==> src/rtl/serial_addsub_if.sv <==
// Handshake and operand/result bundle for the bit-serial adder/subtractor.
// The master drives requests; the slave (the arithmetic unit) returns results.
interface serial_addsub_if #(
    parameter int WIDTH = 8
);
    logic             start;
    logic             sub;
    logic [WIDTH-1:0] a;
    logic [WIDTH-1:0] b;
    logic             cin;
    logic             ready;
    logic             busy;
    logic             done;
    logic [WIDTH-1:0] sum;
    logic             cout;
    logic             overflow;

    modport master (
        output start, sub, a, b, cin,
        input  ready, busy, done, sum, cout, overflow
    );

    modport slave (
        input  start, sub, a, b, cin,
        output ready, busy, done, sum, cout, overflow
    );
endinterface

==> src/rtl/serial_addsub.sv <==
// Bit-serial adder/subtractor: one full-adder cell and a carry flop,
// one operand bit per clock, LSB first, under a start/done handshake.
module serial_addsub #(
    parameter int WIDTH = 8
) (
    input logic           clk,
    input logic           rst_n,
    serial_addsub_if.slave bus
);
    localparam int CW = (WIDTH > 1) ? $clog2(WIDTH) : 1;

    typedef enum logic [1:0] {
        IDLE,
        RUN,
        DONE
    } state_t;

    state_t           state;
    logic [CW-1:0]    cnt;
    logic             carry;
    logic [WIDTH-1:0] a_sr;
    logic [WIDTH-1:0] b_sr;
    logic [WIDTH-1:0] res_sr;
    logic [WIDTH-1:0] sum_q;
    logic             cout_q;
    logic             ovf_q;
    logic             done_q;

    logic             s;
    logic             c_nxt;
    logic             last;

    assign s     = a_sr[0] ^ b_sr[0] ^ carry;
    assign c_nxt = (a_sr[0] & b_sr[0]) |
                   (a_sr[0] & carry)   |
                   (b_sr[0] & carry);
    assign last  = (cnt == CW'(WIDTH - 1));

    assign bus.ready    = (state != RUN);
    assign bus.busy     = (state == RUN);
    assign bus.done     = done_q;
    assign bus.sum      = sum_q;
    assign bus.cout     = cout_q;
    assign bus.overflow = ovf_q;

    // Sequencer and serial datapath: load on accept, one bit per RUN edge.
    // On the last bit the carry flop still holds the carry into the MSB,
    // so overflow is that carry XOR the carry leaving the MSB.
    always_ff @(posedge clk or negedge rst_n) begin
        if (!rst_n) begin
            state  <= IDLE;
            cnt    <= '0;
            carry  <= 1'b0;
            a_sr   <= '0;
            b_sr   <= '0;
            res_sr <= '0;
            sum_q  <= '0;
            cout_q <= 1'b0;
            ovf_q  <= 1'b0;
            done_q <= 1'b0;
        end else begin
            done_q <= 1'b0;
            case (state)
                IDLE, DONE: begin
                    if (bus.start) begin
                        a_sr   <= bus.a;
                        b_sr   <= bus.sub ? ~bus.b : bus.b;
                        carry  <= bus.sub | bus.cin;
                        res_sr <= '0;
                        cnt    <= '0;
                        state  <= RUN;
                    end else begin
                        state  <= IDLE;
                    end
                end
                RUN: begin
                    a_sr   <= a_sr >> 1;
                    b_sr   <= b_sr >> 1;
                    carry  <= c_nxt;
                    res_sr <= {s, res_sr[WIDTH-1:1]};
                    cnt    <= last ? '0 : cnt + 1'b1;
                    if (last) begin
                        sum_q  <= {s, res_sr[WIDTH-1:1]};
                        cout_q <= c_nxt;
                        ovf_q  <= carry ^ c_nxt;
                        done_q <= 1'b1;
                        state  <= DONE;
                    end
                end
                default: state <= IDLE;
            endcase
        end
    end
endmodule

==> src/flat_wrapper.sv <==
// flat-port wrapper written by rule: the top's interface ports become plain ports
module serial_addsub_flat 
#(
    parameter int WIDTH = 8
)
  (clk, rst_n, bus_start, bus_sub, bus_a, bus_b, bus_cin, bus_ready, bus_busy, bus_done, bus_sum, bus_cout, bus_overflow);
  serial_addsub_if #(.WIDTH(WIDTH)) bus_i ();
  input logic clk;
  input logic rst_n;
  input wire logic [$bits(bus_i.start)-1:0] bus_start;
  input wire logic [$bits(bus_i.sub)-1:0] bus_sub;
  input wire logic [$bits(bus_i.a)-1:0] bus_a;
  input wire logic [$bits(bus_i.b)-1:0] bus_b;
  input wire logic [$bits(bus_i.cin)-1:0] bus_cin;
  output wire logic [$bits(bus_i.ready)-1:0] bus_ready;
  output wire logic [$bits(bus_i.busy)-1:0] bus_busy;
  output wire logic [$bits(bus_i.done)-1:0] bus_done;
  output wire logic [$bits(bus_i.sum)-1:0] bus_sum;
  output wire logic [$bits(bus_i.cout)-1:0] bus_cout;
  output wire logic [$bits(bus_i.overflow)-1:0] bus_overflow;
  assign bus_i.start = bus_start;
  assign bus_i.sub = bus_sub;
  assign bus_i.a = bus_a;
  assign bus_i.b = bus_b;
  assign bus_i.cin = bus_cin;
  assign bus_ready = bus_i.ready;
  assign bus_busy = bus_i.busy;
  assign bus_done = bus_i.done;
  assign bus_sum = bus_i.sum;
  assign bus_cout = bus_i.cout;
  assign bus_overflow = bus_i.overflow;
  serial_addsub #(.WIDTH(WIDTH)) u_core (.clk(clk), .rst_n(rst_n), .bus(bus_i));
endmodule
==> config.mk <==
export PLATFORM = sky130hd
export DESIGN_NAME = serial_addsub_flat
export DESIGN_NICKNAME = d
export VERILOG_FILES = /design/src/rtl/serial_addsub_if.sv /design/src/rtl/serial_addsub.sv /design/src/flat_wrapper.sv
export SDC_FILE = /design/constraint.sdc
export NUM_CORES = 1
export LEC_CHECK = 0
export ABC_AREA = 1
export CAP_MARGIN = 15
export CORE_ASPECT_RATIO = 1.75
export CORE_MARGIN = 1
export CORE_UTILIZATION = 50
export DETAILED_ROUTE_END_ITERATION = 10
export GPL_ROUTABILITY_DRIVEN = 0
export MAX_ROUTING_LAYER = met4
export PLACE_DENSITY = 0.76
export SYNTH_ARGS = -nofsm -noshare
export SYNTH_HDL_FRONTEND = slang
export SYNTH_SLANG_ARGS = --single-unit
==> constraint.sdc <==
create_clock -name clk -period 1.8 [get_ports clk]
set_clock_uncertainty 0.15 [all_clocks]
set_input_delay 0.45 -clock clk [delete_from_list [all_inputs] [get_ports clk]]
set_output_delay 0.45 -clock clk [all_outputs]
set_load 0.05 [all_outputs]
; After elaboration in Yosys (flattened, before gate mapping)
; Index checks and enable logic that the tools add are counted.
[op_classes]
n_eq_ne = 6
n_mux = 17
n_shift = 0
add_sub_neg = 1
bitwise_logic = 10
order_cmp = 0
multipliers = 0
n_div = 0
reduce_logical = 5
[ops]
columns = cell, count
row1 = case mux 8 bit (2 select lines), 3
row2 = 2-to-1 mux 8 bit, 4
row3 = NOT 8 bit, 1
row4 = 2-to-1 mux 3 bit, 2
row5 = case mux 3 bit (2 select lines), 1
row6 = 2-to-1 mux 1 bit, 4
row7 = inequality test 2 x 1 -> 1 bit (second input constant), 2
row8 = case mux 2 bit (2 select lines), 1
row9 = AND reduction 2 bit, 2
row10 = adder 3 x 1 -> 3 bit (second input constant), 1
row11 = bitwise AND 1 bit, 3
row12 = == test 3 bit (second input constant), 1
row13 = OR 1 bit, 3
row14 = bitwise XOR 1 bit, 3
row15 = == test 2 x 1 -> 1 bit (second input constant), 1
row16 = == test 2 bit (second input constant), 1
row17 = logical NOT 2 bit, 1
row18 = 2-to-1 mux 2 bit, 1
row19 = inequality test 2 bit (second input constant), 1
row20 = case mux 1 bit (2 select lines), 1
row21 = nonzero test 2 bit, 1
row22 = OR reduction 2 bit, 1
[word_totals]
mem_bits_rw = 0
wordCells = 49
reg_bits = 41
romBits = 0
inputBits = 21
memories = 0
latchBits = 0

; Depth between registers and ports, before layout
[depth]
depth_word = 4
mapped_depth = 8
depth_no_buf = 6

; Worst setup path before layout
; Ideal clock, no wire load.
[synth_timing]
path_kind = register to output
startpoint = reg u_core.state[0]
endpoint = out bus_ready
required_time_ns = 1.200
arrival_time_ns = 0.904
n_path_buf = 2
slack_ns = 0.296
stages_incl_launch_ff = 4
cell_sequence = dfrtp_1 > buf_6 > nand2_8 > buf_2
[synth_via]
elab_chain_cells = 1
[synth_lines]
columns = element, line
row1 = "start, declared", serial_addsub.sv:18  ; state_t state;
row2 = "start signal, assigned", serial_addsub.sv:51  ; state <= IDLE;
row3 = "start signal, assigned", serial_addsub.sv:71  ; state <= RUN;
row4 = "start signal, assigned", serial_addsub.sv:73  ; state <= IDLE;
row5 = inequality test 2 x 1 -> 1 bit, serial_addsub.sv:39  ; assign bus.ready = (state != RUN);
row6 = "end, declared", flat_wrapper.sv:15  ; output wire logic [$bits(bus_i.ready)-1:0] bus_ready;
; No other way between the ends.

; Worst setup path in the final report
[layout_timing]
startpoint = reg u_core.state[1]
endpoint = out bus_busy
[layout_via]
elab_chain_cells = 1
[layout_lines]
columns = element, line
row1 = == test 2 x 1 -> 1 bit, serial_addsub.sv:40  ; assign bus.busy = (state == RUN);
row2 = "end, declared", flat_wrapper.sv:16  ; output wire logic [$bits(bus_i.busy)-1:0] bus_busy;
; No other way between the ends.

==> summary.md <==
| Metric | Value |
|---|---|
| Via-to-Cell Ratio | `between 5 and 6` |
| Max Slew Vio Count | `0` |
| H-tree depth | `2` |
| Top FF cell, synth | `dfrtp_1` |
| DR iter-0 viols | `44` |
| Post-synthesis sequential area ratio | `51.1%` |
| N_diodes | `0` |
| Slew of the pin with the lowest slew margin | `slightly above 0.4 ns` |
| Synthesized net count | `257` |
| Clock Latency Late Sink | `0.29 ns` |
| Final Hold Viols | `0` |
| Residual DRC | `0` |
| GRT Util Overall | `23.3%` |
| Clock sink count | `40` |
| DRT Pass-1 Iters | `4` |
| Total grt overflow | `0` |
| Gate Count Post-Synth | `approximately 230` |
| WHS | `0.324 ns` |
| Max clock buf depth | `2` |
| Post-Syn Area per Cell | `8.40 um^2` |
| DR WL/cell | `11.8 um` |
| Die ar. | `0.00418 mm^2` |
| WP data required | `1.20 ns` |
| Critical path class | `register to output pin` |
| Synth cell count leaders | `96 x nand2_1, 40 x dfrtp_1, 37 x nand3_1` |
| Share of cells above drive strength 1 | `19.6%` |
| Pwr Total | `4.68 mW` |
| Port Buf Inserts | `33` |
| Number of enable flip-flop cells after synthesis | `0` |
| Hold WC Path Type | `register to register` |
| Via count | `~1600` |
| Synth cell types | `21` |
| Post-synthesis async set-or-reset flop share | `100%` |
| Setup TNS | `0 ns` |
| Final wirelength | `3780 um` |
| Largest net degree at the start of global routing | `26` |
| Initial Util | `52.9%` |
| Util after Layout | `69.6%` |
| FP Rows | `29` |
| Yosys warning count | `0` |
| Fin area | `0.00257 mm^2` |
| Final Critical Period | `1.74 ns` |
| Final Setup Violations | `0` |
| Max-cap viol count | `0` |
| Clock-pin slew on the worst setup and hold paths | `0.07 ns` |
| RSZ-0062 raised after global routing | `false` |
| Antenna Nets Post-Route | `0` |
| CP Launch Type | `register` |
| Top Layer Used | `met4` |
| Fmax | `0.575 GHz` |
| Fin cells | `around 320` |
| Worst VDD drop | `around 1.4 mV` |
| First-pass GRT wire length | `7130 um` |
| Root Driver | `clkbuf_8` |
| Synth area leaders | `dfrtp_1 51%, nand2_1 18%, nand3_1 9.5%, nand2_2 4.5%, inv_1 3.1%` |
| Placed inst area | `around 0.0025 mm^2` |
| CTS tree | `built` |
| Antenna violations before repair | `0` |
| Layout area overhead | `31.5%` |
| Post-route setup slack | `0.0613 ns` |
| Hpwl dp | `around 2800 um` |
| Final period utilization | `a little over nine tenths` |
| DR WL met2 | `2120 um` |
| P per Cell Area | `1820 mW/mm^2` |
| Met3 Wirelength | `140 um` |
| Die height | `84.8 um` |
| Status | `finished, final reports clean` |
| IO Count | `34` |
| Core area | `0.00370 mm^2` |
| Die width | `49.3 um` |
| Cell Area, Synth | `0.00196 mm^2` |
| Area share of the largest cell type after synthesis | `51.1%` |
| M1 WL | `between 1000 and 1500 um` |
| Dpl ws | `-0.0905 ns` |
| CP Data Arrival Time | `around 1.1 ns` |
| Area leader, netlist | `dfrtp_1` |
| DP Cell Count | `between 300 and 400` |
| Flops & latches, synth | `40` |
| Final #Nets | `between 200 and 300` |
| Relative slew margins | `72.8%` |
| Vias in the first global route | `1682` |
| CP Max Fanout | `14` |
| CTS Buf Count | `5` |
| LEAKAGE | `1.34 nW` |
| Crit. End Element | `output pin` |
| Most common cell in the netlist | `nand2_1` |
[placed cells by master (no fill, tap or decap), drive strengths merged]
cell,instances
xor2,1
o21ai,2
buf,23
dlygate4sd3,1
nand2,114
nand3,37
clkbuf,8
nor2,6
inv,21
ha,2
clkdlybuf4s50,19
fa,1
dfrtp,40
[routing by layer]
layer	vias to the layer above	track usage [%]
li1	799	-
met1	758	22.8
met2	45	41.3
met3	9	4.71
met4	0	13.4
met5	-	-
[power by group]
part	total [mW]	switching [mW]	internal, mW	leakage [nW]
registers	1.65	0.338	1.31	0.505
clock network	0.599	0.286	0.312	0.0455
logic	2.43	1.39	1.05	0.787
[timing repair]
item	4_1_cts	5_1_grt
setup endpoints to repair	1	1
endpoints found under the hold margin	15	0
gates resized for setup	1	1
gates cloned	0	0
buffers inserted	0	1
hold buffers	1	0
[path summary, 6_finish.rpt]
path	end	from	slack, ns	depth (start not counted)
worst max-delay path	bus_busy	u_core.state[1]	0.06	4
max in group asynchronous	u_core.bus.cout	rst_n	0.57	3
worst min register to register	u_core.a_sr[7]	u_core.a_sr[7]	0.32	2
min in group asynchronous	u_core.a_sr[4]	rst_n	0.46	2
worst max register to register	u_core.bus.sum[1]	u_core.state[1]	0.32	7
worst min-delay path	u_core.a_sr[7]	u_core.a_sr[7]	0.32	2
[cell type report]
type	instances	area (um^2)
Multi-Input combinational cell	163	787
Clock buffer	8	90.1
Timing Repair Buffer	43	546
Sequential cell	40	1000
Inverter	21	93.8
Tap cell	46	57.6
Fill cell	319	1130
[flip-flops by register name, indices dropped and copies added, names as in the netlist]
register / flops
u_core.a_sr: 8
u_core.b_sr: 8
u_core.bus.cout: 1
u_core.bus.done: 1
u_core.bus.overflow: 1
u_core.bus.sum: 8
u_core.carry: 1
u_core.cnt: 3
u_core.res_sr: 7
u_core.state: 2
[cells by family (layout without fill, tap and decap cells)]
kind of cell	Yosys count	after routing	share of synthesized area (%)
AOI/OAI and AO/OA	2	2	0.511
DFF	40	40	51.1
and+or+nand+nor	157	157	36.9
xor gates and xnor gates	1	1	0.447
buffers and inverters	30	72	8.69
adders and majority gates	3	3	2.30
[worst max-delay path: stages (launching register included)]
cell     delay [ns]
dfrtp_1        0.39
inv_4          0.12
nand2_8        0.12
inv_4          0.09
buf_12         0.13
No activity file was read; power rests on OpenSTA's default activity.
